--- src/rtl/sprite_palette_bank.sv ---
// Runtime-writable sprite palette bank with a 2-cycle lookup pipeline and a fade engine.
// Optional transparent-key flag on index 0 is enabled by SPRITE_PALETTE_TRANSPARENT_KEY_EN.
module sprite_palette_bank #(
    parameter int INDEX_W  = 4,
    parameter int CHAN_W   = 4,
    parameter int NUM_PAL  = 4,
    parameter int FADE_DIV = 4,
    localparam int PAL_W   = (NUM_PAL > 1) ? $clog2(NUM_PAL) : 1
) (
    input  logic                  Clk,
    input  logic                  Reset_n,
    input  logic                  pix_valid,
    input  logic [PAL_W-1:0]      pix_pal,
    input  logic [INDEX_W-1:0]    pix_index,
    output logic                  out_valid,
    output logic [CHAN_W-1:0]     red,
    output logic [CHAN_W-1:0]     green,
    output logic [CHAN_W-1:0]     blue,
    output logic                  out_transparent,
    input  logic                  wr_valid,
    output logic                  wr_ready,
    input  logic [PAL_W-1:0]      wr_pal,
    input  logic [INDEX_W-1:0]    wr_index,
    input  logic [3*CHAN_W-1:0]   wr_rgb,
    input  logic                  fade_start,
    input  logic                  fade_dir,
    output logic                  fade_busy,
    output logic [CHAN_W-1:0]     fade_level
);
    localparam int ENTRIES = 1 << INDEX_W;
    localparam int DIV_W   = (FADE_DIV > 1) ? $clog2(FADE_DIV) : 1;
    localparam logic [CHAN_W-1:0] LMAX     = '1;
    localparam logic [DIV_W-1:0]  DIV_LAST = DIV_W'(FADE_DIV - 1);
    localparam logic [PAL_W:0]    PAL_LIM  = NUM_PAL[PAL_W:0];

    typedef enum logic [1:0] {IDLE = 2'd0, FADE_OUT = 2'd1, FADE_IN = 2'd2} fade_state_t;

    function automatic logic [CHAN_W-1:0] fade_chan(input logic [CHAN_W-1:0] c,
                                                     input logic [CHAN_W-1:0] dim);
        logic [CHAN_W:0] diff;
        diff = {1'b0, c} - {1'b0, dim};
        return diff[CHAN_W] ? {CHAN_W{1'b0}} : diff[CHAN_W-1:0];
    endfunction

    logic [3*CHAN_W-1:0] mem_r [NUM_PAL][ENTRIES];
    fade_state_t         state_r, state_s;
    logic [CHAN_W-1:0]   level_r, level_s;
    logic [DIV_W-1:0]    div_r, div_s;
    logic                s1_valid_r;
    logic [3*CHAN_W-1:0] s1_rgb_r;
    logic [PAL_W-1:0]    rd_pal_s;
    logic                wr_en_s;
    logic [CHAN_W-1:0]   dim_s;

    assign fade_busy  = (state_r != IDLE);
    assign wr_ready   = ~fade_busy;
    assign fade_level = level_r;
    assign wr_en_s    = wr_valid & wr_ready & ({1'b0, wr_pal} < PAL_LIM);
    assign rd_pal_s   = ({1'b0, pix_pal} < PAL_LIM) ? pix_pal : {PAL_W{1'b0}};
    assign dim_s      = LMAX - level_r;

    // Palette storage; reads in the same cycle see the pre-write contents.
    always_ff @(posedge Clk or negedge Reset_n) begin
        if (!Reset_n) begin
            for (int p = 0; p < NUM_PAL; p++) begin
                for (int e = 0; e < ENTRIES; e++) begin
                    mem_r[p][e] <= '0;
                end
            end
        end else if (wr_en_s) begin
            mem_r[wr_pal][wr_index] <= wr_rgb;
        end
    end

    // Stage 1: capture entry and request valid.
    always_ff @(posedge Clk or negedge Reset_n) begin
        if (!Reset_n) begin
            s1_valid_r <= 1'b0;
            s1_rgb_r   <= '0;
        end else begin
            s1_valid_r <= pix_valid;
            s1_rgb_r   <= mem_r[rd_pal_s][pix_index];
        end
    end

    // Stage 2: apply fade; RGB holds when no valid lookup arrives.
    always_ff @(posedge Clk or negedge Reset_n) begin
        if (!Reset_n) begin
            out_valid <= 1'b0;
            red       <= '0;
            green     <= '0;
            blue      <= '0;
        end else begin
            out_valid <= s1_valid_r;
            if (s1_valid_r) begin
                red   <= fade_chan(s1_rgb_r[3*CHAN_W-1:2*CHAN_W], dim_s);
                green <= fade_chan(s1_rgb_r[2*CHAN_W-1:CHAN_W], dim_s);
                blue  <= fade_chan(s1_rgb_r[CHAN_W-1:0], dim_s);
            end
        end
    end

`ifdef SPRITE_PALETTE_TRANSPARENT_KEY_EN
    logic s1_zero_r;

    // Transparent key tracks index 0 through the pipeline.
    always_ff @(posedge Clk or negedge Reset_n) begin
        if (!Reset_n) begin
            s1_zero_r       <= 1'b0;
            out_transparent <= 1'b0;
        end else begin
            s1_zero_r       <= (pix_index == {INDEX_W{1'b0}});
            out_transparent <= s1_valid_r & s1_zero_r;
        end
    end
`else
    assign out_transparent = 1'b0;
`endif

    // Fade state, level and divider registers.
    always_ff @(posedge Clk or negedge Reset_n) begin
        if (!Reset_n) begin
            state_r <= IDLE;
            level_r <= LMAX;
            div_r   <= '0;
        end else begin
            state_r <= state_s;
            level_r <= level_s;
            div_r   <= div_s;
        end
    end

    // Fade next-state: a step every FADE_DIV cycles, exit on the edge the target is hit.
    always_comb begin
        state_s = state_r;
        level_s = level_r;
        div_s   = div_r;
        case (state_r)
            IDLE: begin
                if (fade_start) begin
                    state_s = fade_dir ? FADE_IN : FADE_OUT;
                    div_s   = '0;
                end else begin
                    state_s = IDLE;
                end
            end
            FADE_OUT: begin
                if (level_r == {CHAN_W{1'b0}}) begin
                    state_s = IDLE;
                end else if (div_r == DIV_LAST) begin
                    div_s   = '0;
                    level_s = level_r - {{(CHAN_W-1){1'b0}}, 1'b1};
                    state_s = (level_r == {{(CHAN_W-1){1'b0}}, 1'b1}) ? IDLE : FADE_OUT;
                end else begin
                    div_s = div_r + {{(DIV_W-1){1'b0}}, 1'b1};
                end
            end
            FADE_IN: begin
                if (level_r == LMAX) begin
                    state_s = IDLE;
                end else if (div_r == DIV_LAST) begin
                    div_s   = '0;
                    level_s = level_r + {{(CHAN_W-1){1'b0}}, 1'b1};
                    state_s = (level_r == LMAX - {{(CHAN_W-1){1'b0}}, 1'b1}) ? IDLE : FADE_IN;
                end else begin
                    div_s = div_r + {{(DIV_W-1){1'b0}}, 1'b1};
                end
            end
            default: begin
                state_s = IDLE;
                div_s   = '0;
            end
        endcase
    end
endmodule

--- config.mk ---
export PLATFORM = sky130hd
export DESIGN_NAME = sprite_palette_bank
export DESIGN_NICKNAME = d
export VERILOG_FILES = /design/src/rtl/sprite_palette_bank.sv
export SDC_FILE = /design/constraint.sdc
export NUM_CORES = 1
export LEC_CHECK = 0
export CAP_MARGIN = 10
export CORE_MARGIN = 2
export CORE_UTILIZATION = 35
export DETAILED_ROUTE_END_ITERATION = 10
export GPL_ROUTABILITY_DRIVEN = 0
export HOLD_SLACK_MARGIN = 0.06
export PLACE_DENSITY = 0.6
export REMOVE_ABC_BUFFERS = 1
export SYNTH_ARGS = -nofsm -noshare
export SYNTH_HDL_FRONTEND = slang
export SYNTH_SLANG_ARGS = --single-unit
--- constraint.sdc ---
create_clock -name Clk -period 3.3 [get_ports Clk]
set_clock_uncertainty 0.1 [all_clocks]
set_input_delay 0.495 -clock Clk [delete_from_list [all_inputs] [get_ports Clk]]
set_output_delay 0.495 -clock Clk [all_outputs]
set_load 0.02 [all_outputs]
==> flow_summary.yaml <==
timing:
  setup_viol: 0
  slew_headroom: 0.332
  min_period_over_period: 0.918
  holdWs_ns: 0.135
  hold_viol: 0
  rsz0062_at_grt: "false"
  clock.fmax_mhz: 330
  drv_slew: 0
  post-route-min-period_ns: 3.03
  tightest_slew_ns: 1.00
  fin_ws_ns: 0.270
  fin_setup_tns_ns: 0
logic_synthesis:
  syn-mean-instance-area_um2: 15.3
  async_flop_share: 1.00
  ys_types: 48
  ys.flop_type: "dfrtp_1"
  netlist.area_leader.share: 0.542
  yosys_warnings: 0
  synth_edf_count: 0
  ys_seq_area_frac: 0.545
  ys_ff_latch: 802
  synth_cells: 2413
  synth_area_leaders: "dfrtp_1 (54%), mux2_2 (24%), mux4_2 (12%), clkbuf_1 (1.3%), mux2i_1 (0.87%)"
  netlist_area_um2: 36900
  yosysTopAreaCell: "dfrtp_1"
floorplanning:
  ioPinCount: 50
  die_area_um2: 108000
  die_y_um: 328
  die_x_um: 328
  rows: 119
  core-area_um2: 105000
  start_util: 0.352
final_layout:
  final_common_cell: "dfrtp_1"
  multi_input_area_um2: 15700
  area_delta_synth_final_pct: 14.3
  layoutNonFillerInstCount: 3925
  seq_area_um2: 20100
  fillCellCount: 9600
  final_cell_mix: "dfrtp_1 (798), mux2_2 (773), mux4_2 (192)"
  drive_above_1_share: 0.497
  nNetsFinal: 2518
drt:
  wl_met3_mm: 4.74
  wl_met2_mm: 47.6
  drt_iter0_drc: 1293
  viasPerCell: 5.41
  drt-wirelength-per-cell_um: 25.2
  drt_wl_total_mm: 99.1
  num_vias: 21200
  firstDrtPassIters: 5
  drt-met1-wl_mm: 44.2
  drc_errors: 0
  ant_nets: 0
  top_layer: "met5"
pwr:
  leakagePower_uw: 0.0198
  switching_share: 0.262
  p_comb_frac: 0.172
  p_sw_uw: 7090
  power_frac_clock: 0.363
  ir_drop_v: 0.000436
  p_seq_frac: 0.466
  p_int_uw: 20000
  power_density_nw_per_um2: 642
hold_path:
  worstHoldPathCells: 3
  hold_class: "in -> reg"
  min_from: "pix_index[1]"
run:
  max_cap_viol_count: 0
global_route:
  antenna_found_initial: 7
  grt_max_degree: 166
  track_usage: 0.187
  overflow: 0
  grt_pass1_wl_mm: 152
  grt_pass1_vias: 23300
critical_path:
  worstSetupPathType: "reg -> out"
  critPathBufInv: 2
  required_ns: 2.70
  cp_num_cells: 3
  crit_path_start_kind: "register"
  cp_slowest_cell: "clkdlybuf4s50_1"
  reg2reg_from: "state_r[1]"
  slowest_delay_ns: 0.72
  cp-end-kind: "output port"
  worstPathCellList: "inv_1 -> ha_1 -> clkdlybuf4s50_1"
  crit_arrival_ns: 2.44
  crit_family: "buffers and inverters"
  startpoint: "state_r[1]"
  critPathMaxFanout: 7
  rr_worst_depth: 7
clocking:
  cts_resized: 0
  cts-buffers-inserted: 86
  clk_pin_slew_ns: 0.06
  ctsHoldBuffers: 2
  clockBufferDepth: 3
  tritoncts: "yes"
  post-cts-setup-buffers: 0
  cts_root_buffer: "clkbuf_16"
  clock-sinks: 802
  cts_max_level: 3
  clk_latency_ns: 0.65
status:
  status: "complete, no violations"
placement:
  port_buffers: 48
  detailedPlace.worstSlack_ns: 0.294
  dpl.hpwl_mm: 65.1
  dp.cells: 3765
[metrics by stage]
step | util | power, µW | cell area, µm²
after floorplan | - | 15400 | 35800
after global placement | 0.374 | 17100 | 39200
after detailed placement | 0.374 | 17400 | 39200
after CTS | 0.402 | 27300 | 42100
after global routing | 0.402 | 28300 | 42100
final | 0.402 | 27000 | 42100
[final cells by class]
type                       count  share of cell area
sequential                   802               0.477
antenna                        3            0.000178
clock buffer                 138              0.0631
clock inverter                17             0.00538
inverter                      27             0.00241
multi-input combinational   1361               0.372
timing repair buffer         186              0.0396
tap                         1391              0.0413
[state kept, by name, indices dropped and copies added (netlist names)]
| register | cells |
|---|---|
| green | 4 |
| red | 4 |
| div_r | 2 |
| fade_level | 4 |
| s1_rgb_r | 12 |
| out_valid | 1 |
| blue | 4 |
| mem_r | 768 |
| s1_valid_r | 1 |
| state_r | 2 |
[Yosys cell counts (5+ instances only)]
master and n:
clkbuf_1 130, mux2_2 773, buf_2 49, mux4_2 192, mux2i_1 32, nor2_1 61
buf_4 24, ha_1 21, nor3_1 22, o21ai_0 36, o22ai_1 22, nand2_1 65
o21ai_1 8, a211oi_1 12, dfrtp_1 798, buf_1 15, xor2_1 6, o221ai_1 10
nand2b_1 11, a21oi_1 27, inv_1 27, mux4_1 8, nor2b_1 5
[power by group through the flow]
stage	clock network, µW	registers, µW	logic, µW
floorplan	0	12400	2990
global placement	0	12600	4490
detailed placement	0	12800	4670
CTS	10000	12600	4690
global route	10500	12800	5030
finish	9810	12600	4640
[routing by layer]
metal,vias up,GRT usage
met5,-,0
met4,8,0.0511
met3,157,0.0369
met2,482,0.301
met1,11600,0.257
li1,8976,-
[path summary, 6_finish.rpt]
path / endpoint / slack, ns
worst max-delay path: wr_ready / 0.27
worst min-delay path: s1_rgb_r[8] / 0.14
worst max register to register: mem_r[333] / 0.35
worst min register to register: mem_r[22] / 0.39
max in group asynchronous: mem_r[688] / 1.65
min in group asynchronous: mem_r[449] / 0.20
[worst register-to-register path, stage by stage, from the launching register on]
cell and delay [ns]:
dfrtp_1 0.41, inv_1 0.10, ha_1 0.55, nand2_1 0.24, nor3_2 0.22, buf_4 0.26, nand2_1 0.49, mux2_2 0.48
[kinds of logic (layout without fill, tap and decap cells)]
logic type / after synthesis / count (layout) / share of synthesized area
compound gates: 137 / 137 / 0.0230
xor+xnor: 10 / 10 / 0.00238
fa+ha+maj: 24 / 24 / 0.00876
buf+inv: 250 / 368 / 0.0308
flops: 802 / 802 / 0.545
mux: 1007 / 1007 / 0.369
other cells: 1 / 4 / 0.000102
simple gates: 182 / 182 / 0.0217
No activity file was read; power rests on OpenSTA's default activity.
